$ cat src/rtl/pipe_sub3_2stage_vr_pkg.sv
// pipe_sub3_pkg: shared width default and stage-1 payload layout for the 3-operand subtractor
package pipe_sub3_pkg;
  localparam int NBITS = 8;
  typedef struct packed {
    logic [NBITS-1:0] d01;
    logic [NBITS-1:0] in2;
  } sub3_s1_t;
endpackage

$ cat src/rtl/pipe_sub3_2stage_vr_if.sv
// pipe_sub3_2stage_vr_if: producer and consumer valid/ready bundle of the subtractor pipe
interface pipe_sub3_2stage_vr_if import pipe_sub3_pkg::*; #(parameter int nbits = NBITS);
  logic in_val;
  logic in_rdy;
  logic [nbits-1:0] in0;
  logic [nbits-1:0] in1;
  logic [nbits-1:0] in2;
  logic out_val;
  logic out_rdy;
  logic [nbits-1:0] out01;
  logic [nbits-1:0] out;
  modport master (output in_val, in0, in1, in2, out_rdy, input in_rdy, out_val, out01, out);
  modport slave (input in_val, in0, in1, in2, out_rdy, output in_rdy, out_val, out01, out);
endinterface

$ cat src/rtl/pipe_sub3_2stage_vr_stage.sv
// pipe_vr_stage: one elastic valid/ready register slot with combinational ready passthrough
module pipe_vr_stage #(parameter int W = 8) (
  input  logic         clk,
  input  logic         reset,
  input  logic         in_val,
  output logic         in_rdy,
  input  logic [W-1:0] in_data,
  output logic         out_val,
  input  logic         out_rdy,
  output logic [W-1:0] out_data
);
  // slot can take new data when empty or when its current content leaves this cycle
  always_comb in_rdy = !out_val || out_rdy;
  // data only captured alongside a valid so idle outputs keep their last value
  always_ff @(posedge clk) begin
    if (!reset) begin
      out_val  <= 1'b0;
      out_data <= '0;
    end else if (in_rdy) begin
      out_val <= in_val;
      if (in_val) out_data <= in_data;
    end
  end
endmodule

$ cat src/rtl/pipe_sub3_2stage_vr.sv
// pipe_sub3_2stage_vr: two-stage elastic pipe computing in0-in1 then in0-in1-in2
module pipe_sub3_2stage_vr import pipe_sub3_pkg::*; #(parameter int nbits = NBITS) (
  input logic clk,
  input logic reset,
  pipe_sub3_2stage_vr_if.slave io
);
  sub3_s1_t s1_in;
  sub3_s1_t s1_q;
  logic s1_val;
  logic s2_rdy;
  logic [2*nbits-1:0] s2_in;
  logic [2*nbits-1:0] s2_q;
  // first difference is formed before stage 1; in2 rides along for stage 2
  always_comb s1_in = '{d01: io.in0 - io.in1, in2: io.in2};
  // second difference is formed between the stages; out01 travels with it
  always_comb s2_in = {s1_q.d01, s1_q.d01 - s1_q.in2};
  // outputs are taken straight from the stage-2 register
  always_comb begin
    io.out01 = s2_q[2*nbits-1:nbits];
    io.out   = s2_q[nbits-1:0];
  end
  pipe_vr_stage #(.W($bits(sub3_s1_t))) u_s1 (
    .clk(clk), .reset(reset),
    .in_val(io.in_val), .in_rdy(io.in_rdy), .in_data(s1_in),
    .out_val(s1_val), .out_rdy(s2_rdy), .out_data(s1_q)
  );
  pipe_vr_stage #(.W(2*nbits)) u_s2 (
    .clk(clk), .reset(reset),
    .in_val(s1_val), .in_rdy(s2_rdy), .in_data(s2_in),
    .out_val(io.out_val), .out_rdy(io.out_rdy), .out_data(s2_q)
  );
endmodule

$ cat src/flat_wrapper.sv
// flat-port wrapper written by rule: the top's interface ports become plain ports
module pipe_sub3_2stage_vr_flat import pipe_sub3_pkg::*;
#(parameter int nbits = NBITS)
  (clk, reset, io_in_val, io_in0, io_in1, io_in2, io_out_rdy, io_in_rdy, io_out_val, io_out01, io_out);
  pipe_sub3_2stage_vr_if #(.nbits(nbits)) io_i ();
  input logic clk;
  input logic reset;
  input wire logic [$bits(io_i.in_val)-1:0] io_in_val;
  input wire logic [$bits(io_i.in0)-1:0] io_in0;
  input wire logic [$bits(io_i.in1)-1:0] io_in1;
  input wire logic [$bits(io_i.in2)-1:0] io_in2;
  input wire logic [$bits(io_i.out_rdy)-1:0] io_out_rdy;
  output wire logic [$bits(io_i.in_rdy)-1:0] io_in_rdy;
  output wire logic [$bits(io_i.out_val)-1:0] io_out_val;
  output wire logic [$bits(io_i.out01)-1:0] io_out01;
  output wire logic [$bits(io_i.out)-1:0] io_out;
  assign io_i.in_val = io_in_val;
  assign io_i.in0 = io_in0;
  assign io_i.in1 = io_in1;
  assign io_i.in2 = io_in2;
  assign io_i.out_rdy = io_out_rdy;
  assign io_in_rdy = io_i.in_rdy;
  assign io_out_val = io_i.out_val;
  assign io_out01 = io_i.out01;
  assign io_out = io_i.out;
  pipe_sub3_2stage_vr #(.nbits(nbits)) u_core (.clk(clk), .reset(reset), .io(io_i));
endmodule
$ cat config.mk
export PLATFORM = sky130hd
export DESIGN_NAME = pipe_sub3_2stage_vr_flat
export DESIGN_NICKNAME = d
export VERILOG_FILES = /design/src/rtl/pipe_sub3_2stage_vr_pkg.sv /design/src/rtl/pipe_sub3_2stage_vr_if.sv /design/src/rtl/pipe_sub3_2stage_vr_stage.sv /design/src/rtl/pipe_sub3_2stage_vr.sv /design/src/flat_wrapper.sv
export SDC_FILE = /design/constraint.sdc
export NUM_CORES = 1
export LEC_CHECK = 0
export ABC_AREA = 1
export ABC_CLOCK_PERIOD_IN_PS = 2410
export CAP_MARGIN = 20
export CORE_MARGIN = 4
export CORE_UTILIZATION = 53
export CTS_BUF_LIST = sky130_fd_sc_hd__clkbuf_16
export DETAILED_ROUTE_END_ITERATION = 8
export GPL_TIMING_DRIVEN = 0
export HOLD_SLACK_MARGIN = 0.05
export PLACE_DENSITY = 0.85
export SLEW_MARGIN = 0
export SYNTH_ARGS = -nofsm -noshare
export SYNTH_HDL_FRONTEND = slang
export SYNTH_SLANG_ARGS = --single-unit
$ cat constraint.sdc
create_clock -name clk -period 2.41 [get_ports clk]
set_clock_uncertainty 0.15 [all_clocks]
set_input_delay 0.482 -clock clk [delete_from_list [all_inputs] [get_ports clk]]
set_output_delay 0.482 -clock clk [all_outputs]
set_load 0.005 [all_outputs]
==> impl_metrics.ini <==
[routing]
drt_wl_total_um = 4200
firstDrtPassIters = 4
first_iter_violations = 86
ant_nets = 0
drc = 0
avgRoutedWirePerCell_um = 11.6
avgViaCountPerCell = 4.99
vias = 1813

[power_and_ir_drop]
p_per_area_nw_per_um2 = 642
ir_worst_vdd_mv = 0.334
p_leak_nw = 1.24
p_comb_share_pct = 25.6
internal_power_mw = 1.19
p_switching_mw = 0.447
p_total_mw = 1.64
sequentialPowerShare_pct = 38.8
clockPowerShare_pct = 35.6
swShare_pct = 27.3

[global_routing]
antenna_found_initial = 0
grt_util_all_layers_pct = 20.9
grt_max_degree = 11
grt_first_pass_wirelength_um = 7200
grt_pass1_vias = 1788
overflow = 0

[finish]
fin_area_um2 = 2560
final_cell_mix = inv_1 (45), clkdlybuf4s50_1 (45), nand2_1 (42)
diodes = 0
finalNetCount = 360
drive_above_1_share_pct = 6.62
final_util_pct = 74.9
area_delta_synth_final_pct = 33.8
stdcell_count = 363

[placement]
placedInstanceArea_um2 = 2420
dpl.hpwl_um = 3210
gp_congestion = 0.890
dp_slack_ns = 0.105
place.port_buffers = 45
dp.cells = 355

[sta]
finalSetupTns_ns = 0
max_freq_ghz = 0.443
final_max_slew_viol_count = 0
finalCriticalPeriod_ns = 2.26
hold_viol_final = 0
slew_headroom_pct = 65.5
setup_viol = 0
setup_slack_ns = 0.154
fin_crit_sh_pct = 93.6
tightest_slew_ns = 0.517
hold_ws_ns = 0.314
rsz0062_at_grt = false

[synth]
ys_warn_count = 0
synth_top_cell_by_area = dfxtp_1
synth_top_cells_by_area = dfxtp_1 (36%), ha_1 (9.2%), inv_1 (8.6%)
ys_seq_area_share_pct = 35.6
ys_ff_latch = 34
syn_area_um2 = 1910
synth_cells = 264
synth_top_area_share_pct = 35.6
syn-num-nets = 308
ys_types = 26
syn_avg_cell_area_um2 = 7.24

[die]
ios = 46
die_w_um = 68.1
die_y_um = 68.1
start_util_pct = 56.0
core-area_um2 = 3420
die_area_um2 = 4630
fp-row-count = 21

[critical_path]
worst_ep_required_time_ns = 1.78
reg2reg_setup_slack_ns = 0.63
reg2reg_depth = 12
arrival_ns = 1.62
crit_type = input port to output pin
cp-start-kind = input port
crit_path_end_kind = output pin
crit_fanout = 3

[cts]
cts_tree = done
postCtsHoldBufs = 0
cts_setup_buffers = 0
cts_max_level = 2
cts.clk_slew.worst_paths_ns = 0.05
postCtsResizedCells = 0
cts_root_buffer = clkbuf_16
clock_latency_ns = 0.27
clk_path_buf_depth = 2
clock-sinks = 34
cts_made_buffers = 5

[run_status]
status = complete, no violations

[hold_path]
hold_depth = 2
hp-class = flop to flop

[run]
drv_cap = 0
## power by group through the flow
stage / clock network (mW) / logic [mW] / registers (mW)
6_report: 0.585 / 0.420 / 0.636
5_1_grt: 0.618 / 0.479 / 0.640
4_1_cts: 0.593 / 0.422 / 0.636
3_5_place_dp: 0 / 0.416 / 0.647
3_3_place_gp: 0 / 0.404 / 0.645
2_1_floorplan: 0 / 0.271 / 0.644
## critical path: stages
cell and delay (ns):
clkdlybuf4s50_1 0.46, inv_1 0.07, nand3_2 0.11, clkdlybuf4s50_1 0.51
## layout make-up
| class | instances | area [um2] |
|---|---|---|
| Tap cell | 46 | 57.6 |
| Buffer | 8 | 65.1 |
| Multi-Input combinational cell | 176 | 991 |
| Clock inverter | 3 | 12.5 |
| Sequential cell | 34 | 681 |
| Clock buffer | 5 | 125 |
| Timing Repair Buffer | 45 | 450 |
| Fill cell | 280 | 858 |
| Inverter | 46 | 175 |
## cells by family (layout without fill, tap and decap cells)
logic type               after synthesis  count (layout)  share of synthesized area (%)
buffers and inverters                 54             107                           12.6
flip-flops                            34              34                           35.6
AND/OR/NAND/NOR                       99              99                           22.8
adder cells (fa/ha/maj)               16              16                           11.3
XOR/XNOR                               8               8                           3.67
AO/OA/AOI/OAI                         53              53                           14.1
## per-layer routing
metal / track usage [%] / up-vias / share of wire [%]
li1: - / 939 / -
met2: 41.2 / 48 / 52
met3: 3.94 / 11 / 5.1
met1: 20.5 / 815 / 41
met5: 0 / - / 0
met4: 9.68 / 0 / 1.9
## flip-flops by register name, indices dropped and copies added (netlist names)
register / flops
u_core.u_s2.out_val: 1
u_core.u_s1.out_val: 1
u_core.u_s2.out_data: 16
u_core.u_s1.out_data: 16
## path summary, 6_finish.rpt
path	from	end
setup / recovery	io_out_rdy	io_in_rdy
hold reg to reg	u_core.u_s1.out_data[4]	u_core.u_s1.out_data[4]
hold / removal	u_core.u_s1.out_data[4]	u_core.u_s1.out_data[4]
setup reg to reg	u_core.u_s1.out_data[8]	u_core.u_s2.out_data[6]
## cells in the mapped netlist
library cell   n
inv_4          1
nand2_1       42
buf_4          1
buf_2          1
nor2_1        31
nand3b_1       4
or2_1          3
ha_1          14
inv_1         44
inv_2          1
nand3_1       13
xor2_1         2
fa_1           2
clkbuf_1       2
o21ai_2        1
xnor2_1        6
nand3_2        1
dfxtp_1       34
o21ai_0        9
nand2_2        2
or2_4          1
buf_6          4
nand2_4        1
a21oi_1       26
o21ai_1       17
nor2_2         1
Power figures use the tool's default switching activity.
